--- src/rtl/snake_body_tracker.sv ---
// snake_body_tracker: snake segment store, step/collision engine and registered occupancy query.
// Build option: define WRAP_WALLS_EN to make grid edges wrap instead of acting as walls.
module snake_body_tracker #(
    parameter int GRID_BITS = 4,
    parameter int MAX_LEN   = 32,
    parameter int INIT_LEN  = 3
) (
    input  logic                         clk,
    input  logic                         rst,
    input  logic                         step,
    input  logic [3:0]                   direction,
    input  logic [GRID_BITS-1:0]         apple_x,
    input  logic [GRID_BITS-1:0]         apple_y,
    input  logic [GRID_BITS-1:0]         query_x,
    input  logic [GRID_BITS-1:0]         query_y,
    output logic                         goodColl,
    output logic                         badColl,
    output logic [GRID_BITS-1:0]         head_x,
    output logic [GRID_BITS-1:0]         head_y,
    output logic [$clog2(MAX_LEN+1)-1:0] length,
    output logic                         game_over,
    output logic                         query_hit
);
    localparam int LEN_W = $clog2(MAX_LEN + 1);
    localparam int GRID  = 1 << GRID_BITS;

    localparam logic [1:0] IDLE = 2'd0;
    localparam logic [1:0] RUN  = 2'd1;
    localparam logic [1:0] DEAD = 2'd2;

    // Screen orientation: up decrements y, down increments y.
    localparam logic [3:0] DIR_UP    = 4'b1000;
    localparam logic [3:0] DIR_DOWN  = 4'b0100;
    localparam logic [3:0] DIR_LEFT  = 4'b0010;
    localparam logic [3:0] DIR_RIGHT = 4'b0001;

    localparam logic [GRID_BITS-1:0] ONE      = GRID_BITS'(1);
    localparam logic [LEN_W-1:0]     LEN_INIT = LEN_W'(INIT_LEN);
    localparam logic [LEN_W-1:0]     LEN_MAX  = LEN_W'(MAX_LEN);

    function automatic logic [GRID_BITS-1:0] init_x(input int idx);
        return (idx < INIT_LEN) ? GRID_BITS'(GRID / 2 - idx) : '0;
    endfunction

    function automatic logic [GRID_BITS-1:0] init_y(input int idx);
        return (idx < INIT_LEN) ? GRID_BITS'(GRID / 2) : '0;
    endfunction

    logic [1:0]           state_q, state_d;
    logic [3:0]           dir_q, dir_d;
    logic [LEN_W-1:0]     len_q, len_d;
    logic                 good_q, good_d;
    logic                 bad_q, bad_d;
    logic                 hit_q, hit_d;
    logic [GRID_BITS-1:0] seg_x_q [MAX_LEN];
    logic [GRID_BITS-1:0] seg_y_q [MAX_LEN];
    logic [GRID_BITS-1:0] seg_x_d [MAX_LEN];
    logic [GRID_BITS-1:0] seg_y_d [MAX_LEN];

    logic [GRID_BITS-1:0] nh_x, nh_y;
    logic [3:0]           dir_opp;
    logic                 dir_onehot, dir_valid;
    logic                 eat, wall_hit, self_hit;
    logic                 shift, restart;
    logic [MAX_LEN-1:0]   self_vec, query_vec;

    assign dir_opp    = {dir_q[2], dir_q[3], dir_q[0], dir_q[1]};
    assign dir_onehot = (direction != 4'd0) && ((direction & (direction - 4'd1)) == 4'd0);
    assign dir_valid  = dir_onehot && (direction != dir_opp);

    always_comb begin
        nh_x = seg_x_q[0];
        nh_y = seg_y_q[0];
        case (dir_q)
            DIR_UP:    nh_y = seg_y_q[0] - ONE;
            DIR_DOWN:  nh_y = seg_y_q[0] + ONE;
            DIR_LEFT:  nh_x = seg_x_q[0] - ONE;
            DIR_RIGHT: nh_x = seg_x_q[0] + ONE;
            default: begin
                nh_x = seg_x_q[0];
                nh_y = seg_y_q[0];
            end
        endcase
    end

`ifdef WRAP_WALLS_EN
    assign wall_hit = 1'b0;
`else
    // Leaving the grid is exactly the case where the head sits on the edge it is moving towards.
    assign wall_hit = ((dir_q == DIR_RIGHT) && (&seg_x_q[0])) ||
                      ((dir_q == DIR_LEFT)  && (~|seg_x_q[0])) ||
                      ((dir_q == DIR_DOWN)  && (&seg_y_q[0])) ||
                      ((dir_q == DIR_UP)    && (~|seg_y_q[0]));
`endif

    assign eat = (nh_x == apple_x) && (nh_y == apple_y);

    // The tail only counts as an obstacle when it will not move away, i.e. on a growth step.
    for (genvar gi = 0; gi < MAX_LEN; gi++) begin : g_cmp
        localparam logic [LEN_W-1:0] IDX_P1 = LEN_W'(gi + 1);
        assign self_vec[gi]  = (seg_x_q[gi] == nh_x) && (seg_y_q[gi] == nh_y) &&
                               ((IDX_P1 < len_q) || ((IDX_P1 == len_q) && eat));
        assign query_vec[gi] = (seg_x_q[gi] == query_x) && (seg_y_q[gi] == query_y) &&
                               (IDX_P1 <= len_q);
    end

    assign self_hit = |self_vec;

    always_comb begin
        state_d = state_q;
        dir_d   = dir_q;
        len_d   = len_q;
        good_d  = 1'b0;
        bad_d   = 1'b0;
        hit_d   = |query_vec;
        shift   = 1'b0;
        restart = 1'b0;
        case (state_q)
            IDLE: begin
                if (dir_valid) begin
                    dir_d   = direction;
                    state_d = RUN;
                end
            end
            RUN: begin
                if (dir_valid) begin
                    dir_d = direction;
                end
                if (step) begin
                    if (wall_hit || self_hit) begin
                        bad_d   = 1'b1;
                        state_d = DEAD;
                    end else begin
                        good_d = eat;
                        shift  = 1'b1;
                        if (eat && (len_q < LEN_MAX)) begin
                            len_d = len_q + LEN_W'(1);
                        end
                    end
                end
            end
            DEAD: begin
                if (dir_valid) begin
                    restart = 1'b1;
                    dir_d   = direction;
                    len_d   = LEN_INIT;
                    state_d = RUN;
                end
            end
            default: state_d = IDLE;
        endcase
    end

    always_comb begin
        for (int i = 0; i < MAX_LEN; i++) begin
            seg_x_d[i] = seg_x_q[i];
            seg_y_d[i] = seg_y_q[i];
        end
        if (restart) begin
            for (int i = 0; i < MAX_LEN; i++) begin
                seg_x_d[i] = init_x(i);
                seg_y_d[i] = init_y(i);
            end
        end else if (shift) begin
            seg_x_d[0] = nh_x;
            seg_y_d[0] = nh_y;
            for (int i = 1; i < MAX_LEN; i++) begin
                seg_x_d[i] = seg_x_q[i-1];
                seg_y_d[i] = seg_y_q[i-1];
            end
        end
    end

    always_ff @(posedge clk) begin
        if (rst) begin
            state_q <= IDLE;
            dir_q   <= DIR_RIGHT;
            len_q   <= LEN_INIT;
            good_q  <= 1'b0;
            bad_q   <= 1'b0;
            hit_q   <= 1'b0;
            for (int i = 0; i < MAX_LEN; i++) begin
                seg_x_q[i] <= init_x(i);
                seg_y_q[i] <= init_y(i);
            end
        end else begin
            state_q <= state_d;
            dir_q   <= dir_d;
            len_q   <= len_d;
            good_q  <= good_d;
            bad_q   <= bad_d;
            hit_q   <= hit_d;
            for (int i = 0; i < MAX_LEN; i++) begin
                seg_x_q[i] <= seg_x_d[i];
                seg_y_q[i] <= seg_y_d[i];
            end
        end
    end

    assign goodColl  = good_q;
    assign badColl   = bad_q;
    assign head_x    = seg_x_q[0];
    assign head_y    = seg_y_q[0];
    assign length    = len_q;
    assign game_over = (state_q == DEAD);
    assign query_hit = hit_q;

endmodule
--- config.mk ---
export PLATFORM = sky130hd
export DESIGN_NAME = snake_body_tracker
export DESIGN_NICKNAME = d
export VERILOG_FILES = /design/src/rtl/snake_body_tracker.sv
export SDC_FILE = /design/constraint.sdc
export NUM_CORES = 1
export LEC_CHECK = 0
export BUFFER_PORTS_ARGS = -buffer_cell sky130_fd_sc_hd__buf_2
export CORE_MARGIN = 10
export CORE_UTILIZATION = 30
export CTS_CLUSTER_DIAMETER = 100
export DETAILED_ROUTE_END_ITERATION = 10
export SLEW_MARGIN = 20
export SYNTH_ARGS = -nofsm -noshare
export SYNTH_HDL_FRONTEND = slang
export SYNTH_SLANG_ARGS = --single-unit
--- constraint.sdc ---
create_clock -name clk -period 7.1 [get_ports clk]
set_input_delay 0.71 -clock clk [delete_from_list [all_inputs] [get_ports clk]]
set_output_delay 0.71 -clock clk [all_outputs]
set_load 0.05 [all_outputs]
* After elaboration in Yosys (flattened, before gate mapping) *
Memories as Yosys holds them, arrays and structs flattened.
Cells that the tools add are included.

storage, ports and cells
  register bits = 15
  bits in latches = 0
  RAM bits = 256
  memory bits (read-only) = 0
  input port bits = 23
  output and inout port bits = 18
  logic and storage cells = 632
  memories = 2

cells by class
  add/subtract/negate cells = 6
  multipliers = 0
  div/mod/pow operators = 0
  magnitude comparators = 65
  eq/ne operators = 175
  shifts and indexed selects = 0
  muxes and demuxes = 88
  bitwise gates (word level) = 67
  reductions and logical operators = 223

memories
  name     depth  width  read ports  clocked after memory_dff  wr ports  line  RTL
  seg_x_q  32     4      32          0                         32        55    logic [GRID_BITS-1:0] seg_x_q [MAX_LEN];
  seg_y_q  32     4      32          0                         32        56    logic [GRID_BITS-1:0] seg_y_q [MAX_LEN];

operators with widths
  kind                   number
  $eq A4 B4 Y1           130
  $mux W128              4
  $mux W4                64
  $logic_and A1 B1 Y1    168
  $eq A5 B6 Y1 const A   16
  $le A5 B6 Y1 const A   16
  $lt A5 B6 Y1 const A   16
  $or A1 B1 Y1           64
  $reduce_or A32 Y1      2
  $eq A4 B6 Y1 const A   8
  $le A4 B6 Y1 const A   8
  $lt A4 B6 Y1 const A   8
  $logic_or A1 B1 Y1     36
  $eq A3 B6 Y1 const A   4
  $le A3 B6 Y1 const A   4
  $lt A3 B6 Y1 const A   4
  $mux W6                4
  $pmux W4 S2            2
  $eq A2 B6 Y1 const A   2
  $le A2 B6 Y1 const A   2
  $lt A2 B6 Y1 const A   2
  $pmux W6 S2            1
  $reduce_or A4 Y1       3
  $sub A4 B1 Y4 const B  3
  other kinds (34)       53

* Depth between registers and ports, before layout *
Gate-level depths: netlist of the first run.

  word-level depth = 15
  depth in mapped cells = 25
  gate-level depth less buffers = 16

* Worst setup path before layout of the first run *
No wires, ideal clock.

  path kind = register to register
  from = register dir_q[3]
  to = memory seg_y_q[1][3] (netlist: seg_y_q[0][7])
  library setup time = 0.150 ns
  arrival time = 4.766 ns
  required time = 6.950 ns
  setup slack = 2.184 ns
  cell stages (with the launch flop) = 24
  buffers on the path = 10
  period minus slack after synthesis = 4.916 ns
  path through = dfxtp_1 > buf_4 > or4b_1 > buf_2 > inv_4 > buf_4 > fa_1 > buf_2 > nor3b_1 > and2_1 > clkbuf_1 > or2_2 > clkbuf_1 > buf_1 > o2111a_1 > a31o_2 > a2111oi_0 > and4b_4 > nand4_2 > buf_6 > buf_6 > buf_4 > nand2_1 > o211ai_1

RTL lines
  what                    line  RTL
  from (decl)             50    logic [3:0] dir_q, dir_d;
  from (signal assigned)  188   dir_q <= dir_d;
  to (decl)               56

==> results of run 1 <==
==> logic make-up (layout without fill, tap and decap cells) <==
logic type      Yosys count  count (layout)  synth area share
xor+xnor                526             526             0.236
fa+ha+maj                 9               9           0.00616
simple gates            975             975             0.219
other cells               0               5                 0
compound gates          634             634             0.192
buf+inv                 323             231            0.0768
mux                      15              15           0.00743
flops                   271             271             0.262
==> power groups by stage <==
stage	logic, uW	registers, uW	clock network (uW)
final	1050	1550	1600
after global routing	1060	1540	1680
after CTS	991	1540	1610
after detailed placement	987	1580	0
after global placement	987	1580	0
after floorplan	628	1570	0
==> stage by stage <==
stage / setup slack, ns / hold slack (ns) / instance area, um2 / total power, uW
final: 0.608 / 0.397 / 22600 / 4200
after global routing: 0.518 / 0.405 / 22500 / 4290
after CTS: 0.532 / 0.380 / 22500 / 4150
after detailed placement: 0.587 / 0.497 / 21600 / 2570
after global placement: 0.655 / 0.484 / 21600 / 2570
after floorplan: 2.18 / 0.462 / 20700 / 2200
==> sequential cells by signal, indices dropped and copies added (netlist names) <==
signal / count
seg_x_q: 128
seg_y_q: 128
length: 6
dir_q: 4
state_q: 2
badColl: 1
goodColl: 1
query_hit: 1
==> worst paths after layout <==
check                                from  cells after the start                           end
max reg2reg         dir_q[2]$_SDFFE_PP0P_                     17  seg_x_q[0][107]$_SDFFE_PP0P_
min reg2reg  seg_y_q[0][124]$_SDFFE_PP0P_                      2  seg_y_q[0][124]$_SDFFE_PP0P_
max                 dir_q[2]$_SDFFE_PP0P_                     17  seg_x_q[0][107]$_SDFFE_PP0P_
min                          direction[1]                      3         dir_q[1]$_SDFFE_PP0P_
==> final cells by class <==
type                            count  area, um2  share of cell area
Sequential cell                   271       5430               0.241
Antenna cell                        5       12.5            0.000555
Timing Repair Buffer              143       1100              0.0487
Inverter                           32        123             0.00544
Clock inverter                     10       90.1             0.00399
Multi-Input combinational cell   2159      13700               0.609
Clock buffer                       46        892              0.0395
Tap cell                          931       1160              0.0516
==> cells in the mapped netlist, types with 7 or more instances <==
cell | number | area [um2]
and3_1 | 13 | 81.3
o21a_1 | 11 | 82.6
nand2_1 | 562 | 2110
a22oi_1 | 7 | 52.6
or4_1 | 10 | 75.1
a31o_2 | 8 | 70.1
or2_2 | 9 | 56.3
or3_1 | 10 | 62.6
nand3_1 | 51 | 255
nor4_1 | 58 | 363
a21o_1 | 12 | 90.1
nor3_1 | 56 | 280
xnor3_1 | 13 | 293
a21oi_1 | 310 | 1550
o31ai_1 | 11 | 82.6
clkbuf_1 | 165 | 619
buf_4 | 16 | 120
mux2i_1 | 12 | 120
o22ai_1 | 12 | 75.1
a2111oi_0 | 13 | 114
a31oi_1 | 23 | 144
buf_2 | 54 | 270
o2111ai_1 | 18 | 158
dfxtp_1 | 271 | 5430
ha_1 | 7 | 87.6
a211oi_1 | 18 | 135
buf_6 | 30 | 338
and4_1 | 8 | 70.1
a221oi_1 | 18 | 158
xnor2_1 | 360 | 3150
buf_1 | 23 | 86.3
xor2_1 | 143 | 1250
nand4_1 | 72 | 450
o211ai_1 | 20 | 150
and2_1 | 7 | 43.8
o21ai_0 | 71 | 355
inv_1 | 28 | 105
o221ai_1 | 8 | 70.1
nor2_1 | 77 | 289
==> worst max-delay path: stages (launching register included) <==
cell       delay (ns)
dfxtp_1          0.65
or4b_1           0.78
inv_4            0.33
fa_1             0.51
nor3b_1          0.19
and2_1           0.17
or2_2            0.62
xnor2_1          0.27
a2111oi_1        0.74
o311ai_0         0.38
o2111ai_1        0.21
a2111oi_0        0.11
and4b_4          0.27
nand4_4          0.18
buf_12           0.31
buf_4            0.32
nand2_1          0.08
a21oi_1          0.17
==> metal layers <==
metal,vias to the layer above,global-route usage
li1,9281,-
met3,412,0.0776
met4,8,0.137
met2,1545,0.345
met5,-,0
met1,10285,0.316
==> out/results.ini, run 1 <==
[run_status]
status = finished, final reports clean

[routing]
wl_met2_mm = 40.8
drt_first_pass_iters = 7
antenna_left = 0
first_iter_violations = 3220
route.vias.total = 21531
wl_met3_mm = 13.5
wirelength_mm = 100
via_per_inst = 5.99
met1_length_mm = 39.4
wl_per_cell_um = 27.9
drcViolationCount = 0
top_layer = met5

[pwr]
seqPwrFrac = 0.368
power.switching_uw = 1440
pwr_density_cell_nw_per_um2 = 186
vdd_ir_drop_max_mv = 0.192
pwr-share-comb = 0.251
clockPowerShare = 0.381
swShare = 0.344
p_leak_uw = 0.00742
internal_power_uw = 2750

[synth]
synth_warnings = 0
syn_avg_cell_area_um2 = 7.53
ys.flop_type = dfxtp_1
synth_area_um2 = 20700
syn_inst = 2753
ys_seq_area_frac = 0.262
ys_types = 99
ys_seq_elements = 271
synthesis.nets = 2785
synth-edff-count = 0
synth-async-reset-ratio = 0

[sta]
slew_viol_final = 0
max_freq_mhz = 154
rsz0062_at_grt = false
fin_crit_ns = 6.49
finalSetupViolCount = 0
slew_headroom = 0.136
hold_viol = 0
finClkSkew_ns = 0.0172
period_share = 0.914
setup_tns_ns = 0
worstMarginPinSlew_ns = 1.26

[worst_setup_path]
worstPathRequired_ns = 7.62
startpoint_type = flop
arrival_ns = 7.01
rrSetupSlack_ns = 0.61
critPathCaptureType = flop
critPathMaxFanout = 67
worstSetupPathType = flop to flop

[layout]
layout_commonest_cell = nand2_1
layout.nets = 2670
stdcell_count = 3597
drive_gt1_frac = 0.0939
n_fill_cell = 7335
fin_util = 0.329
final_cell_mix = nand2_1 (562), xnor2_1 (359), a21oi_1 (309)
areaGrowthSynthToFinish_pct = 8.88

[clock_network]
cts-root-buf = clkbuf_16
clk_pin_slew_worst_paths_ns = 0.06
clk_latency_ns = 0.60
cts_tree = built
cts.sinks = 271
ctsHtreeMaxLevel = 1
post-cts-setup-buffer-count = 0
cts_made_buffers = 31
post_cts_resize_count = 0
cts_hold_buf = 0
cts_buffer_depth = 3

[floorplanning]
core_area_um2 = 68600
start_util = 0.302
die_area_um2 = 80000
fp-row-count = 96
die_x_um = 283
ios = 41
die_h_um = 283

[global_routing]
gr-usage-all-layers = 0.242
grt_max_degree = 104
gr-total-overflow = 0
grt_pass1_vias = 19573
antenna_found_initial = 9
grt_pass1_wl_mm = 143

[place]
place_inst = 3535
gp_congestion = 1.13
portBuffers = 40
dp_hpwl_mm = 71.6

[hold_path]
hp-class = input port to flop

[flow_run]
maxCapViolCount = 0

(Power assumes the default switching activity.)
==> inputs of run 2 (changes only) <==
Settings changed: PLACE_DENSITY_LB_ADDON set to 0.25.
==> out/results.ini, run 2 (same netlist as run 1, synthesis figures left out) <==
[hold_path]
hp-class = input port to flop
hold-path-endpoint = dir_q[1]$_SDFFE_PP0P_
holdPathStages = 3
hp-start = direction[1]

[sta]
fin_crit_ns = 6.71
finalSetupViolCount = 0
max_freq_mhz = 149
setup_slack_ns = 0.388
setup_tns_ns = 0
holdWs_ns = 0.396
finClkSkew_ns = 0.0232
slew_headroom = 0.152
slew_viol_final = 0
worstMarginPinSlew_ns = 1.27
rsz0062_at_grt = false
hold_viol = 0
period_share = 0.945

[floorplanning]
start_util = 0.302
fp-row-count = 96
die_area_um2 = 80000
ios = 41
core_area_um2 = 68600
die_h_um = 283
die_x_um = 283

[routing]
wl_per_cell_um = 31.0
route.vias.total = 21640
wl_met2_mm = 46.1
top_layer = met5
via_per_inst = 5.99
met1_length_mm = 46.1
drcViolationCount = 0
antenna_left = 0
wl_met3_mm = 12.9
first_iter_violations = 2792
drt_first_pass_iters = 6
wirelength_mm = 112

[clock_network]
cts-root-buf = clkbuf_16
cts_made_buffers = 31
cts.sinks = 271
ctsHtreeMaxLevel = 1
cts_tree = built
post-cts-setup-buffer-count = 0
post_cts_resize_count = 0
cts_hold_buf = 0
cts_buffer_depth = 3
clk_latency_ns = 0.62
clk_pin_slew_worst_paths_ns = 0.06

[layout]
layout.nets = 2686
fin_util = 0.333
layout_commonest_cell = nand2_1
n_fill_cell = 7303
areaGrowthSynthToFinish_pct = 10.2
final_cell_mix = nand2_1 (562), xnor2_1 (358), a21oi_1 (309)
drive_gt1_frac = 0.104

[global_routing]
grt_pass1_vias = 20246
gr-total-overflow = 0
grt_pass1_wl_mm = 156
grt_max_degree = 136
antenna_found_initial = 9
gr-usage-all-layers = 0.272

[worst_setup_path]
r2r-end = seg_y_q[0][39]$_SDFFE_PP0P_
reg2reg_depth = 16
startpoint_type = flop
rrSetupSlack_ns = 0.39
critPathMaxFanout = 89
r2r_start = dir_q[3]$_SDFFE_PP0P_
arrival_ns = 7.24
worstSetupPathType = flop to flop
worstPathRequired_ns = 7.62
critPathCaptureType = flop

[pwr]
vdd_ir_drop_max_mv = 0.166
pwr_density_cell_nw_per_um2 = 191
p_leak_uw = 0.00757
p_total_uw = 4370

[run_status]
status = finished, final reports clean

[place]
portBuffers = 40
pre_cts_ws_ns = 0.838
dp_hpwl_mm = 80.3
gp_congestion = 1.08

[flow_run]
maxCapViolCount = 0

-- run 2: worst max-delay path, cell delays in order (launching register included) --
cell       delay (ns)
dfxtp_1          0.50
nor2_1           0.24
nand3b_1         0.65
ha_1             0.74
and3_1           0.33
nor2_1           0.72
nand2_1          0.61
mux2_2           0.44
nand4_1          0.16
nor3_1           0.09
a31o_2           0.23
a2111oi_0        0.54
and4b_4          0.39
and4_4           0.30
buf_12           0.29
nand2_1          0.12
a21oi_1          0.14
-- run 2: where the power goes --
part | internal, uW | switching (uW)
clock network | 1000 | 724
logic | 329 | 763
registers | 1530 | 17.4
-- run 2: worst max path at each step --
stage / start / to / slack, ns
finish: dir_q[3]$_SDFFE_PP0P_ / seg_y_q[0][39]$_SDFFE_PP0P_ / 0.39
CTS: dir_q[2]$_SDFFE_PP0P_ / seg_y_q[0][100]$_SDFFE_PP0P_ / 0.82
global route: dir_q[3]$_SDFFE_PP0P_ / seg_y_q[0][39]$_SDFFE_PP0P_ / 0.27
global placement: dir_q[2]$_SDFFE_PP0P_ / seg_x_q[0][126]$_SDFFE_PP0P_ / 0.59
floorplan: dir_q[3]$_SDFFE_PP0P_ / seg_y_q[0][7]$_SDFFE_PP1P_ / 2.18
detailed placement: dir_q[2]$_SDFFE_PP0P_ / seg_x_q[0][18]$_SDFFE_PP0P_ / 0.84
-- run 2: area by class of cell --
type | instances | area (um2) | area share
well taps | 931 | 1160 | 0.0510
repair buffers | 159 | 1240 | 0.0545
clock buffers | 41 | 903 | 0.0396
clock inverters | 16 | 184 | 0.00805
inverters | 32 | 123 | 0.00537
flip-flops and latches | 271 | 5430 | 0.238
multi-input cells | 2159 | 13800 | 0.603
diodes | 4 | 10.0 | 0.000438
-- run 2: stage by stage --
| step | std cells | cell area (um2) |
|---|---|---|
| final | 3613 | 22800 |
| after global routing | 3609 | 22800 |
| after CTS | 3609 | 22800 |
| after detailed placement | 3552 | 21700 |
| after global placement | 3552 | 21700 |
| after floorplan | 2753 | 20700 |
-- run 2: metal layers --
layer  vias to the layer above  global-route usage
li1                       9298                   -
met1                     10499               0.359
met2                      1460               0.395
met3                       379              0.0769
met4                         4               0.144
met5                         -                   0
